==> src/rtl/operator_sequencer.sv <==
// Operator issue sequencer: sweeps voice-operator IDs once per sample frame and
// drains queued host config writes into the modulator only while nothing is issued.
module operator_sequencer #(
    parameter int NUM_VOICE_OPERATORS = 256,
    parameter int ID_WIDTH            = 8,
    parameter int GAP_CYCLES          = 8,
    parameter int FIFO_DEPTH          = 4
) (
    input  logic                          i_Clock,
    input  logic                          i_Reset_n,
    input  logic                          i_Enable,
    output logic                          o_IssueValid,
    output logic [ID_WIDTH-1:0]           o_VoiceOperator,
    output logic                          o_FrameStart,
    output logic                          o_FrameDone,
    input  logic                          i_CfgValid,
    output logic                          o_CfgReady,
    input  logic [ID_WIDTH-1:0]           i_CfgAddr,
    input  logic [15:0]                   i_CfgData,
    output logic                          o_AlgorithmWriteEnable,
    output logic [ID_WIDTH-1:0]           o_ConfigWriteAddr,
    output logic [15:0]                   o_ConfigWriteData,
    output logic [$clog2(FIFO_DEPTH):0]   o_FifoLevel
);

    localparam int PTR_W = (FIFO_DEPTH > 1) ? $clog2(FIFO_DEPTH) : 1;
    localparam int LVL_W = $clog2(FIFO_DEPTH) + 1;
    localparam int GAP_W = $clog2(GAP_CYCLES + 1);
    localparam logic [ID_WIDTH-1:0] LAST_ID  = ID_WIDTH'(NUM_VOICE_OPERATORS - 1);
    localparam logic [GAP_W-1:0]    LAST_GAP = GAP_W'(GAP_CYCLES - 1);

    typedef enum logic [1:0] {IDLE, RUN, GAP} state_t;

    state_t              state, state_nxt;
    logic [ID_WIDTH-1:0] id_nxt, id_inc;
    logic [GAP_W-1:0]    gap_cnt, gap_nxt;
    logic                issue_nxt, start_nxt, done_nxt;

    // ---------------- frame FSM ----------------
    always_ff @(posedge i_Clock or negedge i_Reset_n) begin
        if (!i_Reset_n) begin
            state   <= IDLE;
            gap_cnt <= '0;
        end else begin
            state   <= state_nxt;
            gap_cnt <= gap_nxt;
        end
    end

    assign id_inc = o_VoiceOperator + 1'b1;

    // Issue outputs are computed one cycle ahead so they leave straight from flops.
    always_comb begin
        state_nxt = state;
        id_nxt    = o_VoiceOperator;
        gap_nxt   = gap_cnt;
        issue_nxt = 1'b0;
        start_nxt = 1'b0;
        done_nxt  = 1'b0;
        case (state)
            IDLE: begin
                if (i_Enable) begin
                    state_nxt = RUN;
                    id_nxt    = '0;
                    issue_nxt = 1'b1;
                    start_nxt = 1'b1;
                    done_nxt  = (LAST_ID == '0);
                end
            end
            RUN: begin
                if (o_VoiceOperator == LAST_ID) begin
                    state_nxt = GAP;
                    id_nxt    = '0;
                    gap_nxt   = '0;
                end else begin
                    id_nxt    = id_inc;
                    issue_nxt = 1'b1;
                    done_nxt  = (id_inc == LAST_ID);
                end
            end
            GAP: begin
                if (gap_cnt == LAST_GAP) begin
                    gap_nxt = '0;
                    if (i_Enable) begin
                        state_nxt = RUN;
                        id_nxt    = '0;
                        issue_nxt = 1'b1;
                        start_nxt = 1'b1;
                        done_nxt  = (LAST_ID == '0);
                    end else begin
                        state_nxt = IDLE;
                    end
                end else begin
                    gap_nxt = gap_cnt + 1'b1;
                end
            end
            default: state_nxt = IDLE;
        endcase
    end

    always_ff @(posedge i_Clock or negedge i_Reset_n) begin
        if (!i_Reset_n) begin
            o_IssueValid    <= 1'b0;
            o_VoiceOperator <= '0;
            o_FrameStart    <= 1'b0;
            o_FrameDone     <= 1'b0;
        end else begin
            o_IssueValid    <= issue_nxt;
            o_VoiceOperator <= id_nxt;
            o_FrameStart    <= start_nxt;
            o_FrameDone     <= done_nxt;
        end
    end

    // ---------------- config write queue ----------------
    logic [ID_WIDTH-1:0] addr_mem [FIFO_DEPTH];
    logic [15:0]         data_mem [FIFO_DEPTH];
    logic [PTR_W-1:0]    rd_ptr, wr_ptr, rd_nxt;
    logic [LVL_W-1:0]    level, level_nxt, remain;
    logic                push, pop, drain_nxt;
    logic [ID_WIDTH-1:0] head_addr_nxt;
    logic [15:0]         head_data_nxt;

    function automatic logic [PTR_W-1:0] ptr_inc(input logic [PTR_W-1:0] p);
        return (p == PTR_W'(FIFO_DEPTH - 1)) ? '0 : p + 1'b1;
    endfunction

    // Ready ignores a same-cycle pop so a full queue never accepts.
    assign o_CfgReady = (level < LVL_W'(FIFO_DEPTH));
    assign push       = i_CfgValid && o_CfgReady;
    assign pop        = o_AlgorithmWriteEnable;
    assign o_FifoLevel = level;

    // The entry on the write port stays counted until the end of its strobe cycle.
    always_comb begin
        rd_nxt        = pop ? ptr_inc(rd_ptr) : rd_ptr;
        remain        = level - LVL_W'(pop);
        level_nxt     = remain + LVL_W'(push);
        head_addr_nxt = (remain == '0) ? i_CfgAddr : addr_mem[rd_nxt];
        head_data_nxt = (remain == '0) ? i_CfgData : data_mem[rd_nxt];
        drain_nxt     = (state_nxt != RUN) && (level_nxt != '0);
    end

    always_ff @(posedge i_Clock) begin
        if (push) begin
            addr_mem[wr_ptr] <= i_CfgAddr;
            data_mem[wr_ptr] <= i_CfgData;
        end
    end

    always_ff @(posedge i_Clock or negedge i_Reset_n) begin
        if (!i_Reset_n) begin
            rd_ptr <= '0;
            wr_ptr <= '0;
            level  <= '0;
        end else begin
            rd_ptr <= rd_nxt;
            if (push) wr_ptr <= ptr_inc(wr_ptr);
            level  <= level_nxt;
        end
    end

    always_ff @(posedge i_Clock or negedge i_Reset_n) begin
        if (!i_Reset_n) begin
            o_AlgorithmWriteEnable <= 1'b0;
            o_ConfigWriteAddr      <= '0;
            o_ConfigWriteData      <= '0;
        end else begin
            o_AlgorithmWriteEnable <= drain_nxt;
            if (drain_nxt) begin
                o_ConfigWriteAddr <= head_addr_nxt;
                o_ConfigWriteData <= head_data_nxt;
            end
        end
    end

endmodule

==> config.mk <==
export PLATFORM = sky130hd
export DESIGN_NAME = operator_sequencer
export DESIGN_NICKNAME = d
export VERILOG_FILES = /design/src/rtl/operator_sequencer.sv
export SDC_FILE = /design/constraint.sdc
export NUM_CORES = 1
export LEC_CHECK = 0
export CAP_MARGIN = 10
export CORE_MARGIN = 5
export CORE_UTILIZATION = 57
export DETAILED_ROUTE_END_ITERATION = 8
export PLACE_DENSITY = 0.92
export SKIP_CTS_REPAIR_TIMING = 1
export SLEW_MARGIN = 20
export SYNTH_ARGS = -nofsm -noshare
export SYNTH_HDL_FRONTEND = slang
export SYNTH_SLANG_ARGS = --single-unit
==> constraint.sdc <==
create_clock -name i_Clock -period 2.9 [get_ports i_Clock]
set_input_delay 0.435 -clock i_Clock [delete_from_list [all_inputs] [get_ports i_Clock]]
set_output_delay 0.435 -clock i_Clock [all_outputs]
set_load 0.005 [all_outputs]
==> metrics.csv <==
stage,metric,value,unit
finish,drive_above_1_share,18.4,%
route,drc,0,
place,globalplace.congestion,0.877,
route,num_vias,4614,
job,drv_cap,0,
clock_tree,clockBufferDepth,2,
setup_path,critPathMaxFanout,25,
sta,setup_viol,0,
finish,post-route-util,69.7,%
sta,setup-tns-final,0,ns
clock_tree,clockRootBuffer,clkbuf_16,
clock_tree,cts_tree,yes,
route,wl_per_cell,22.5,µm
place,dpl.hpwl,9480,µm
sta,worst_slew_pin_slew,1.14,ns
place,dp_slack,0.270,ns
grt,grt_pass1_vias,4898,
finish,num-nets-final,587,
sta,period_share,93.1,%
sta,period_minus_slack,2.70,ns
power_and_ir_drop,p_leak,2.85,nW
sta,holdWs,0.104,ns
finish,multi_input_area,2190,µm²
synth,synth_edf_count,96,
sta,rsz0062_at_grt,false,
power_and_ir_drop,pwr-share-clk,36.0,%
floorplan,dieArea,13700,µm²
finish,n_antenna_cell,0,
synth,synth_top_cell_by_area,edfxtp_1,
synth,seq_area_frac_synth,63.1,%
synth,synth_cell_type_count,51,
synth,synth-async-reset-ratio,33.8,%
synth,synth_top_area_share,44.2,%
clock_tree,clk_pin_slew,0.06,ns
floorplan,initial_core_util,57.5,%
sta,slew_viol_final,0,
route,wl,15800,µm
grt,grt_max_degree,32,
grt,grt_pass1_wl,25200,µm
floorplan,core_area,11300,µm²
floorplan,die_width,117,µm
power_and_ir_drop,p_sw,1.53,mW
finish,syn2layout_area_growth,21.1,%
status,status,"finished, final reports clean",
worst_hold_path,hold_class,in2async,
setup_path,required,3.19,ns
synth,synth.avg_cell_area,13.5,µm²
clock_tree,htree_levels,4,
floorplan,io_pins,68,
route,postRouteAntennaNets,0,
power_and_ir_drop,seqPwrFrac,46.1,%
setup_path,cp-end-kind,register,
place,place_area,7330,µm²
power_and_ir_drop,combPwrFrac,17.9,%
route,viasPerCell,6.55,
power_and_ir_drop,p_sw_share,27.2,%
clock_tree,clock_sinks,145,
synth,synth-warning-count,0,
clock_tree,clk_latency,0.41,ns
power_and_ir_drop,peakVddDrop,0.492,mV
place,numPortBuffers,67,
setup_path,crit_path_cell_trace,ha_1 > ha_1 > and2_1 > and2_1 > o41ai_1 > mux2_2,
grt,antenna_found_initial,0,
sta,fmax,370,MHz
route,dr.pass1.iters,6,
sta,max-slew-margin-rel,24.0,%
synth,syn_area,6510,µm²
finish,fillers,730,
setup_path,critPathKind,reg2reg,
synth,synthFlopType,edfxtp_1,
grt,gr-usage-all-layers,24.3,%
synth,syn_nets,523,
floorplan,die_height,117,µm
synth,ys_ff_latch,145,
floorplan,core.rowCount,39,
setup_path,crit_slowest_cell,and2_1,
grt,grt-ovfl-total,0,
sta,layout_setup_ws,0.199,ns
sta,hold_violations,0,
clock_tree,cts_inserted_buffers,17,
setup_path,cp.arrival,2.99,ns
sta,fin_skew,0.00923,ns
route,drtIter0Drc,548,
synth,synth.area.top_cells,"edfxtp_1, dfrtp_1, mux2_2",
finish,ff_latch_area,4110,µm²
setup_path,critPathMaxStageDelay,0.89,ns
setup_path,critPathLaunchType,register,
power_and_ir_drop,p_per_area,713,nW/µm²
synth,syn_inst,484,
power_and_ir_drop,p_int,4.09,mW
finish,stdcell_area,7890,µm²
## worst paths after layout
path	startpoint	endpoint	slack, ns	cells after the start
worst max-delay path	o_AlgorithmWriteEnable	o_ConfigWriteData[7]	0.20	6
worst min-delay path	i_Reset_n	o_FrameDone	0.10	1
worst max register to register	o_AlgorithmWriteEnable	o_ConfigWriteData[7]	0.20	6
worst min register to register	gap_cnt[3]	gap_cnt[3]	0.52	1
max in group asynchronous	i_Reset_n	o_ConfigWriteData[7]	2.00	2
min in group i_Clock	gap_cnt[3]	gap_cnt[3]	0.52	1
## power groups by stage
| stage | clock network [mW] | registers [mW] | logic (mW) |
|---|---|---|---|
| floorplan | 0 | 2.60 | 0.583 |
| global placement | 0 | 2.61 | 0.933 |
| detailed placement | 0 | 2.63 | 0.986 |
| CTS | 2.03 | 2.59 | 0.993 |
| global route | 2.13 | 2.61 | 1.09 |
| finish | 2.02 | 2.59 | 1.00 |
## cells in the final DEF (no fill, tap or decap), drive strengths merged, types with 2 or more instances in the layout
cell type and count:
edfxtp 96, clkdlybuf4s50 66, dfrtp 49, mux2 47, nand3 31, nor2 26
nand2b 24, o41ai 24, o22ai 24, o32ai 23, clkbuf 19, buf 16
nand2 14, inv 13, ha 11, clkinv 11, o21ai 10, and2 6
nor2b 4, a21oi 4, xnor2 4, nor3 4, a22o 3, mux2i 3
a21o 3, and3 2, nand3b 2, nand4 2, xor2 2, nor4 2
or2 2
## registers in the layout (all words and copies together), names as in the netlist, 2 cells and up
name and cells:
gap_cnt 4, o_VoiceOperator 8, o_FifoLevel 3, data_mem 64, rd_ptr 2, wr_ptr 2, addr_mem 32, o_ConfigWriteAddr 8
o_ConfigWriteData 16, state 2
## cell type report
| type | instances | area share, % |
|---|---|---|
| tap | 143 | 2.27 |
| inverter | 13 | 0.619 |
| clock inverter | 13 | 1.46 |
| sequential | 145 | 52.1 |
| clock buffer | 19 | 5.62 |
| timing repair buffer | 82 | 10.2 |
| multi-input combinational | 289 | 27.8 |
## per-layer routing
layer	track usage (%)	vias to the layer above	part of all wire (%)	wire [µm]
met5	0	-	0	0
met4	8.72	0	1.9	293
met3	6.63	33	9.0	1420
met2	40.8	301	51	8110
met1	30.3	2286	38	6000
li1	-	1994	-	-
## stage by stage
stage               std cells  power (mW)
global route              704        5.83
CTS                       704        5.62
floorplan                 484        3.18
finish                    704        5.62
global placement          672        3.54
detailed placement        672        3.61
## worst max-delay path: cells and delay by family (launching register included)
family | cells | cell delay, ns
multiplexers | 1 | 0.33
flip-flops | 1 | 0.39
AO/OA/AOI/OAI | 1 | 0.29
AND/OR/NAND/NOR | 2 | 1.05
adder cells (fa/ha/maj) | 2 | 0.51
## Yosys cell counts, types with 2 or more instances
master / number
mux2i_1: 3
buf_2: 10
xnor2_1: 3
nor2_1: 26
inv_1: 12
and2_1: 6
o41ai_1: 24
nor3_1: 2
ha_1: 11
a21o_1: 3
buf_6: 2
nand4_1: 2
nor4_1: 2
nand3b_1: 2
and3_1: 2
nand2b_1: 24
xor2_1: 2
dfrtp_1: 49
a21oi_1: 3
o22ai_1: 24
o21ai_0: 10
nor2b_1: 4
a22o_1: 3
o32ai_1: 23
nand2_1: 14
clkbuf_1: 21
edfxtp_1: 96
mux2_2: 47
nand3_1: 31
buf_4: 2
## kinds of logic (layout without fill, tap and decap cells)
logic type               after synthesis  count (layout)  synth area share [%]
adder cells (fa/ha/maj)               11              11                  2.11
buffers and inverters                 50             127                  3.44
multiplexers                          50              50                  8.58
flip-flops                           145             145                  63.1
XOR/XNOR                               7               7                  1.29
AND/OR/NAND/NOR                      123             123                  10.0
AO/OA/AOI/OAI                         98              98                  11.5
Note: power is estimated with default switching activity, not from simulation.
